--- config.mk ---
export PLATFORM = sky130hd
export DESIGN_NAME = core_ex_fwd_stage
export DESIGN_NICKNAME = d
export VERILOG_FILES = /design/src/rtl/core_pkg.sv /design/src/rtl/core_ex_fwd_sel.sv /design/src/rtl/core_ex_fwd_stage.sv
export SDC_FILE = /design/constraint.sdc
export NUM_CORES = 1
export LEC_CHECK = 0
export CORE_AREA = 2 2 131 133
export CTS_CLUSTER_SIZE = 28
export DETAILED_ROUTE_END_ITERATION = 8
export DIE_AREA = 0 0 133 135
export PLACE_DENSITY = 0.74
export SYNTH_ARGS = -nofsm -noshare
export SYNTH_HDL_FRONTEND = slang
export SYNTH_SLANG_ARGS = --single-unit
--- constraint.sdc ---
create_clock -name clk -period 3.1 [get_ports clk]
set_clock_uncertainty 0.2 [all_clocks]
set_input_delay 0.31 -clock clk [delete_from_list [all_inputs] [get_ports clk]]
set_output_delay 0.31 -clock clk [all_outputs]
set_load 0.01 [all_outputs]
--- src/rtl/core_pkg.sv ---
// Shared core datapath defaults and the forwarding-source record.
package core_pkg;

    localparam int unsigned CORE_XLEN = 32;
    localparam int unsigned CORE_RAW  = 5;

    typedef struct packed {
        logic                 valid;
        logic [CORE_RAW-1:0]  rd;
        logic                 reg_write;
        logic                 data_valid;
        logic [CORE_XLEN-1:0] data;
    } fwd_src_t;

endpackage

--- src/rtl/core_ex_fwd_sel.sv ---
// Per-operand forwarding priority select: EM register, then sources 0..NSRC-1, then RF.
module core_ex_fwd_sel
    import core_pkg::*;
#(
    parameter int unsigned XLEN = CORE_XLEN,
    parameter int unsigned NSRC = 2,
    parameter int unsigned RAW  = CORE_RAW
) (
    input  logic [RAW-1:0]       rs,
    input  logic [XLEN-1:0]      rf_value,
    input  logic                 em_valid,
    input  logic                 em_reg_write,
    input  logic [RAW-1:0]       em_rd,
    input  logic [XLEN-1:0]      em_result,
    input  logic [NSRC-1:0]      fwd_valid,
    input  logic [NSRC*RAW-1:0]  fwd_rd,
    input  logic [NSRC-1:0]      fwd_reg_write,
    input  logic [NSRC-1:0]      fwd_data_valid,
    input  logic [NSRC*XLEN-1:0] fwd_data,
    output logic [XLEN-1:0]      value,
    output logic                 hazard
);

    logic found;

    always_comb begin
        value  = rf_value;
        hazard = 1'b0;
        found  = 1'b0;
        if (rs == '0) begin
            value = '0;
        end else begin
            if (em_valid && em_reg_write && em_rd == rs) begin
                value = em_result;
                found = 1'b1;
            end
            // First match ends the search; a pending load there blocks older sources.
            for (int unsigned i = 0; i < NSRC; i++) begin
                if (!found && fwd_valid[i] && fwd_reg_write[i] &&
                    fwd_rd[i*RAW +: RAW] == rs) begin
                    found = 1'b1;
                    value = fwd_data[i*XLEN +: XLEN];
                    if (!fwd_data_valid[i])
                        hazard = 1'b1;
                end
            end
        end
    end

endmodule

--- src/rtl/core_ex_fwd_stage.sv ---
// EX stage operand forwarding, hazard stall and EX/MEM pipeline register.
module core_ex_fwd_stage
    import core_pkg::*;
#(
    parameter int unsigned XLEN = CORE_XLEN,
    parameter int unsigned NSRC = 2,
    parameter int unsigned RAW  = CORE_RAW
) (
    input  logic                 clk,
    input  logic                 rest,
    input  logic                 de_valid,
    output logic                 de_ready,
    input  logic [RAW-1:0]       de_rs1,
    input  logic [RAW-1:0]       de_rs2,
    input  logic                 de_rs1_valid,
    input  logic                 de_rs2_valid,
    input  logic [XLEN-1:0]      de_rs1_value,
    input  logic [XLEN-1:0]      de_rs2_value,
    input  logic [RAW-1:0]       de_rd,
    input  logic                 de_reg_write,
    input  logic [XLEN-1:0]      de_result,
    output logic [XLEN-1:0]      rs1_value,
    output logic [XLEN-1:0]      rs2_value,
    input  logic [NSRC-1:0]      fwd_valid,
    input  logic [NSRC*RAW-1:0]  fwd_rd,
    input  logic [NSRC-1:0]      fwd_reg_write,
    input  logic [NSRC-1:0]      fwd_data_valid,
    input  logic [NSRC*XLEN-1:0] fwd_data,
    input  logic                 flush_en,
    output logic                 em_valid,
    output logic                 em_start_handle,
    input  logic                 em_ready,
    output logic [RAW-1:0]       em_rd,
    output logic                 em_reg_write,
    output logic [XLEN-1:0]      em_result,
    output logic [31:0]          stall_cnt
);

    logic hazard_rs1;
    logic hazard_rs2;
    logic hazard;
    logic adv;
    logic accept;

    core_ex_fwd_sel #(.XLEN(XLEN), .NSRC(NSRC), .RAW(RAW)) u_sel_rs1 (
        .rs             (de_rs1),
        .rf_value       (de_rs1_value),
        .em_valid       (em_valid),
        .em_reg_write   (em_reg_write),
        .em_rd          (em_rd),
        .em_result      (em_result),
        .fwd_valid      (fwd_valid),
        .fwd_rd         (fwd_rd),
        .fwd_reg_write  (fwd_reg_write),
        .fwd_data_valid (fwd_data_valid),
        .fwd_data       (fwd_data),
        .value          (rs1_value),
        .hazard         (hazard_rs1)
    );

    core_ex_fwd_sel #(.XLEN(XLEN), .NSRC(NSRC), .RAW(RAW)) u_sel_rs2 (
        .rs             (de_rs2),
        .rf_value       (de_rs2_value),
        .em_valid       (em_valid),
        .em_reg_write   (em_reg_write),
        .em_rd          (em_rd),
        .em_result      (em_result),
        .fwd_valid      (fwd_valid),
        .fwd_rd         (fwd_rd),
        .fwd_reg_write  (fwd_reg_write),
        .fwd_data_valid (fwd_data_valid),
        .fwd_data       (fwd_data),
        .value          (rs2_value),
        .hazard         (hazard_rs2)
    );

    always_comb begin
        hazard   = (de_rs1_valid && hazard_rs1) || (de_rs2_valid && hazard_rs2);
        adv      = !em_valid || em_ready;
        de_ready = adv && !hazard && !flush_en;
        accept   = de_ready && de_valid;
    end

    always_ff @(posedge clk) begin
        if (rest) begin
            em_valid        <= 1'b0;
            em_start_handle <= 1'b0;
            em_rd           <= '0;
            em_reg_write    <= 1'b0;
            em_result       <= '0;
            stall_cnt       <= '0;
        end else begin
            // Payload follows adv alone; only em_valid is qualified by accept.
            if (adv) begin
                em_valid     <= accept;
                em_rd        <= de_rd;
                em_reg_write <= de_reg_write;
                em_result    <= de_result;
            end else if (flush_en) begin
                em_valid <= 1'b0;
            end
            em_start_handle <= accept;
            if (de_valid && hazard && !flush_en && stall_cnt != '1)
                stall_cnt <= stall_cnt + 32'd1;
        end
    end

endmodule

# Word level (Yosys, flattened, before mapping)
# Index checks and enable logic that the tools add are counted.
# Widths: inputs -> output; s select.
# word_totals
register_bits	72
inputBits	199
out_inout_bits	137
elab_cells	76
# op_classes
n_addsub	1
n_eq_ne	7
mux	27
n_reduce_logical	35
# op_table
op	n
$mux 32	8
$add 32x1->32 const B	1
$ne 32x32->1 const B	1
$eq 5x5->1	6
$logic_and 1x1->1	23
$mux 1	19
$logic_not 5->1	2
$logic_not 1->1	7
$logic_or 1x1->1	2
$reduce_bool 2->1	1

# Longest topological paths before layout
# logic_depth
word_depth	23
mapped_depth	11
ltp_nobuf	7

# Hierarchy
# A second synthesis with hierarchy kept.
# unflattened
cells_unflattened	738
area_unflattened_um2	5928.2
# modules_own_cells
mod	n_inst	cells_each	area_per_inst_um2	seq_area_each_um2
core_ex_fwd_stage	1	376	3022.9	1441.4
core_ex_fwd_sel	2	181	1452.6	0.0

# Least setup slack after synthesis
# Ideal clock, no wire load.
# synth_path
path_kind	register to output
from	register em_rd[3]
to	output port rs2_value[10]
arrival_ns	2.082
required_ns	2.590
setup_slack_ns	0.508
stages_incl_launch_ff	10
cell_sequence	dfxtp_1 xor2_1 nor4_1 nand4_1 clkbuf_1 nand2b_1 clkbuf_1 buf_1 o211ai_1 a21oi_1
# synth_between
elab_chain_len	16
# synth_rtl
element	line_no	source
start: declaration	core_ex_fwd_stage.sv:33	output logic [RAW-1:0] em_rd,
start signal: assignment	core_ex_fwd_stage.sv:96	em_rd <= de_rd;
$eq 5x5->1 *	core_ex_fwd_sel.sv:33	if (em_valid && em_reg_write && em_rd == rs) begin
$logic_and 1x1->1 *	core_ex_fwd_sel.sv:33	
$mux 1	core_ex_fwd_sel.sv:33	
$mux 1	core_ex_fwd_sel.sv:30	if (rs == '0) begin
$logic_not 1->1	core_ex_fwd_sel.sv:39	if (!found && fwd_valid[i] && fwd_reg_write[i] &&
$logic_and 1x1->1 (3 in a row)	core_ex_fwd_sel.sv:39	
$mux 1	core_ex_fwd_sel.sv:39	
$mux 1	core_ex_fwd_sel.sv:30	
$logic_not 1->1	core_ex_fwd_sel.sv:39	
$logic_and 1x1->1 (3 in a row)	core_ex_fwd_sel.sv:39	
$mux 32 *	core_ex_fwd_sel.sv:39	
$mux 32 *	core_ex_fwd_sel.sv:30	
end: declaration	core_ex_fwd_stage.sv:23	output logic [XLEN-1:0] rs2_value,
# Every way passes the cells marked *; elsewhere a longest branch is shown, timed or not. The select of a mux whose other input is x is not followed.

# Final worst setup path
# layout_path
from	input port de_rs2[0]
to	output port rs2_value[12]
# layout_between
elab_chain_len	16
# layout_rtl
element	line_no	source
start: declaration	core_ex_fwd_stage.sv:14	input logic [RAW-1:0] de_rs2,
$eq 5x5->1	core_ex_fwd_sel.sv:33	
$logic_and 1x1->1	core_ex_fwd_sel.sv:33	
$mux 1	core_ex_fwd_sel.sv:33	
$mux 1	core_ex_fwd_sel.sv:30	
$logic_not 1->1	core_ex_fwd_sel.sv:39	
$logic_and 1x1->1 (3 in a row)	core_ex_fwd_sel.sv:39	
$mux 1	core_ex_fwd_sel.sv:39	
$mux 1	core_ex_fwd_sel.sv:30	
$logic_not 1->1	core_ex_fwd_sel.sv:39	
$logic_and 1x1->1 (3 in a row)	core_ex_fwd_sel.sv:39	
$mux 32	core_ex_fwd_sel.sv:39	
$mux 32 *	core_ex_fwd_sel.sv:30	
# Marked as above.

==> impl_metrics.tcl <==
set metrics [dict create \
    max-vdd-ir-drop_mv 0.2188 \
    cap_viol_max_count 0 \
    final_util_pct 62.22 \
    start_kind "input pin" \
    cts_max_level 3 \
    io_buffer_count 335 \
    areaGrowthSynthToFinish_pct 81.03 \
    synth_edf_count 0 \
    antenna_found_initial 4 \
    syn_area_mm2 0.005639 \
    final_common_cell "clkdlybuf4s50_1" \
    stdcell_area_mm2 0.01021 \
    first_pass_iters 5 \
    root_buffer "clkbuf_16" \
    hp-class "input pin to flop" \
    clockBufferDepth 2 \
    dp_hpwl_um 20760 \
    wl_per_cell_um 20.03 \
    outcome "complete, no violations" \
    required_ns 2.59 \
    setup_viol 0 \
    dp_slack_ns -0.4260 \
    first_iter_violations 619 \
    syn-num-nets 1013 \
    power_density_mw_per_mm2 277.1 \
    cts_tree "built" \
    grt_pass1_wl_um 41730 \
    fin_crit_ns 3.074 \
    drive_gt1_share_pct 15.78 \
    die_y_um 135 \
    slowest_delay_ns 0.47 \
    vias 7729 \
    start_util_pct 34.37 \
    end_kind "primary output" \
    ys.flop_type "dfxtp_1" \
    fmax_mhz 325.3 \
    dieArea_mm2 0.01796 \
    cts_made_buffers 9 \
    p_leak_nw 4.509 \
    async_flop_share_pct 0 \
    avgSynthCellArea_um2 6.936 \
    grt_usage_pct 29.68 \
    fin_crit_sh_pct 99.16 \
    ys_types 39 \
    place_area_mm2 0.009866 \
    cts_sinks 72 \
    whs_path_depth 3 \
    whs_ns 0.2573 \
    relSlewSlack_pct 60.86 \
    cp_max_fo 5 \
    avgViaCountPerCell 5.489 \
    critPathKind "input pin to primary output" \
    die_w_um 133 \
    finalHoldViolCount 0 \
    final_cell_mix "clkdlybuf4s50_1, nand2_1, a21oi_1" \
    tightest_slew_ns 0.5871 \
    seq_area_frac_synth_pct 25.56 \
    grt_pass1_vias 7251 \
    timing.final.ws_setup_ns 0.02606 \
    drt-total-wl_um 28210 \
    nets 1380 \
    clk-insertion-delay-late_ns 0.34 \
    slew_violations 0 \
    finalWeightedCongestion 1.003 \
    ant_nets 0 \
    overflow 0 \
    worstPathCellList "clkdlybuf4s50_1 -> xor2_1 -> nor4_2 -> nand4_1 -> buf_6 -> nand3_4 -> clkbuf_16 -> buf_4 -> o211ai_1 -> a21oi_1 -> clkdlybuf4s15_1" \
    rows 47 \
    syn_inst 813 \
    cp_slowest_cell "clkdlybuf4s50_1" \
    cts_hold_buf 0 \
    drc 0 \
    reg2regPathDepth 7 \
    ys_ff_latch 72 \
    clk_pin_slew_ns 0.06 \
    yosys_warnings 0 \
    nFillCells 1477 \
    grt_max_degree 81 \
    core_mm2 0.01641 \
    critical_path_arrival_ns 2.56 \
    pin_count 336 \
]
==> sequential cells by signal, summed over array words and instances, names as in the netlist <==
register and cells:
em_rd 5, em_valid 1, em_result 32, stall_cnt 32, em_start_handle 1, em_reg_write 1
==> routing by layer <==
metal	track usage (%)	part of all wire, %
met5	0	0.035
met1	35.01	38
met3	7.207	9.2
met2	51.47	48
met4	12.72	4.1
==> cell type report <==
| cell class | instances | area (um2) | area share (%) |
|---|---|---|---|
| diodes | 3 | 7.507 | 0.07354 |
| well taps | 220 | 275.3 | 2.696 |
| multi-input cells | 671 | 4038 | 39.55 |
| clock buffers | 13 | 280.3 | 2.745 |
| repair buffers | 425 | 4136 | 40.52 |
| inverters | 1 | 3.754 | 0.03677 |
| clock inverters | 3 | 23.77 | 0.2329 |
| flip-flops and latches | 72 | 1444 | 14.14 |
==> stage by stage <==
step / cells / power, mW / TNS [ns]
finish: 1408 / 2.828 / 0
global route: 1407 / 2.941 / -0.5344
CTS: 1401 / 2.861 / 0
detailed placement: 1380 / 1.840 / -29.31
global placement: 1380 / 1.834 / -25.98
floorplan: 813 / 1.268 / 0
==> synth_stat cells (8+ instances only) <==
cell type / number / area [um2]
o211ai_1: 64 / 480.5
dfxtp_1: 72 / 1441
or3_1: 14 / 87.58
nor4_1: 9 / 56.30
nand2_1: 219 / 822.0
xor2_1: 26 / 227.7
mux2i_1: 66 / 660.6
mux2_1: 8 / 90.09
nand4_1: 21 / 131.4
o31ai_1: 10 / 75.07
or4_1: 12 / 90.09
nand3_1: 13 / 65.06
nor2_1: 25 / 93.84
o21ai_0: 10 / 50.05
nor2b_1: 10 / 62.56
buf_1: 8 / 30.03
and3_1: 8 / 50.05
a21oi_1: 125 / 625.6
clkbuf_1: 56 / 210.2
==> worst max-delay path: cells and delay by family <==
kind / cells / cell delay [ns]
XOR/XNOR: 1 / 0.20
AO/OA/AOI/OAI: 2 / 0.25
AND/OR/NAND/NOR: 3 / 0.58
buffers and inverters: 5 / 1.20
==> what timing repair did <==
action	CTS	global route
setup buffers	2	3
endpoints found under the setup margin	65	74
resized for setup	169	73
gates cloned	3	1
pin swaps	11	12
==> kinds of logic after synthesis <==
| kind of cell | after synthesis | synth area share (%) |
|---|---|---|
| AND/OR/NAND/NOR | 350 | 28.40 |
| AO/OA/AOI/OAI | 216 | 22.76 |
| multiplexers | 74 | 13.31 |
| flip-flops | 72 | 25.56 |
| buffers and inverters | 70 | 5.081 |
| XOR/XNOR | 30 | 4.659 |
| adder cells (fa/ha/maj) | 1 | 0.2218 |
==> final timing paths <==
kind	from	to	slack [ns]
hold / removal	rest	stall_cnt[10]	0.26
hold reg to reg	em_rd[3]	em_rd[3]	0.29
setup / recovery	de_rs2[0]	rs2_value[12]	0.03
setup reg to reg	stall_cnt[0]	stall_cnt[19]	0.28
==> report_power, final <==
part	internal [mW]	leakage, nW	switching, mW
Clock	0.631	0.144	0.405
Combinational	0.462	3.77	0.332
Sequential	0.958	0.591	0.0410
Total	2.05	4.51	0.778
Power figures use the tool's default switching activity.
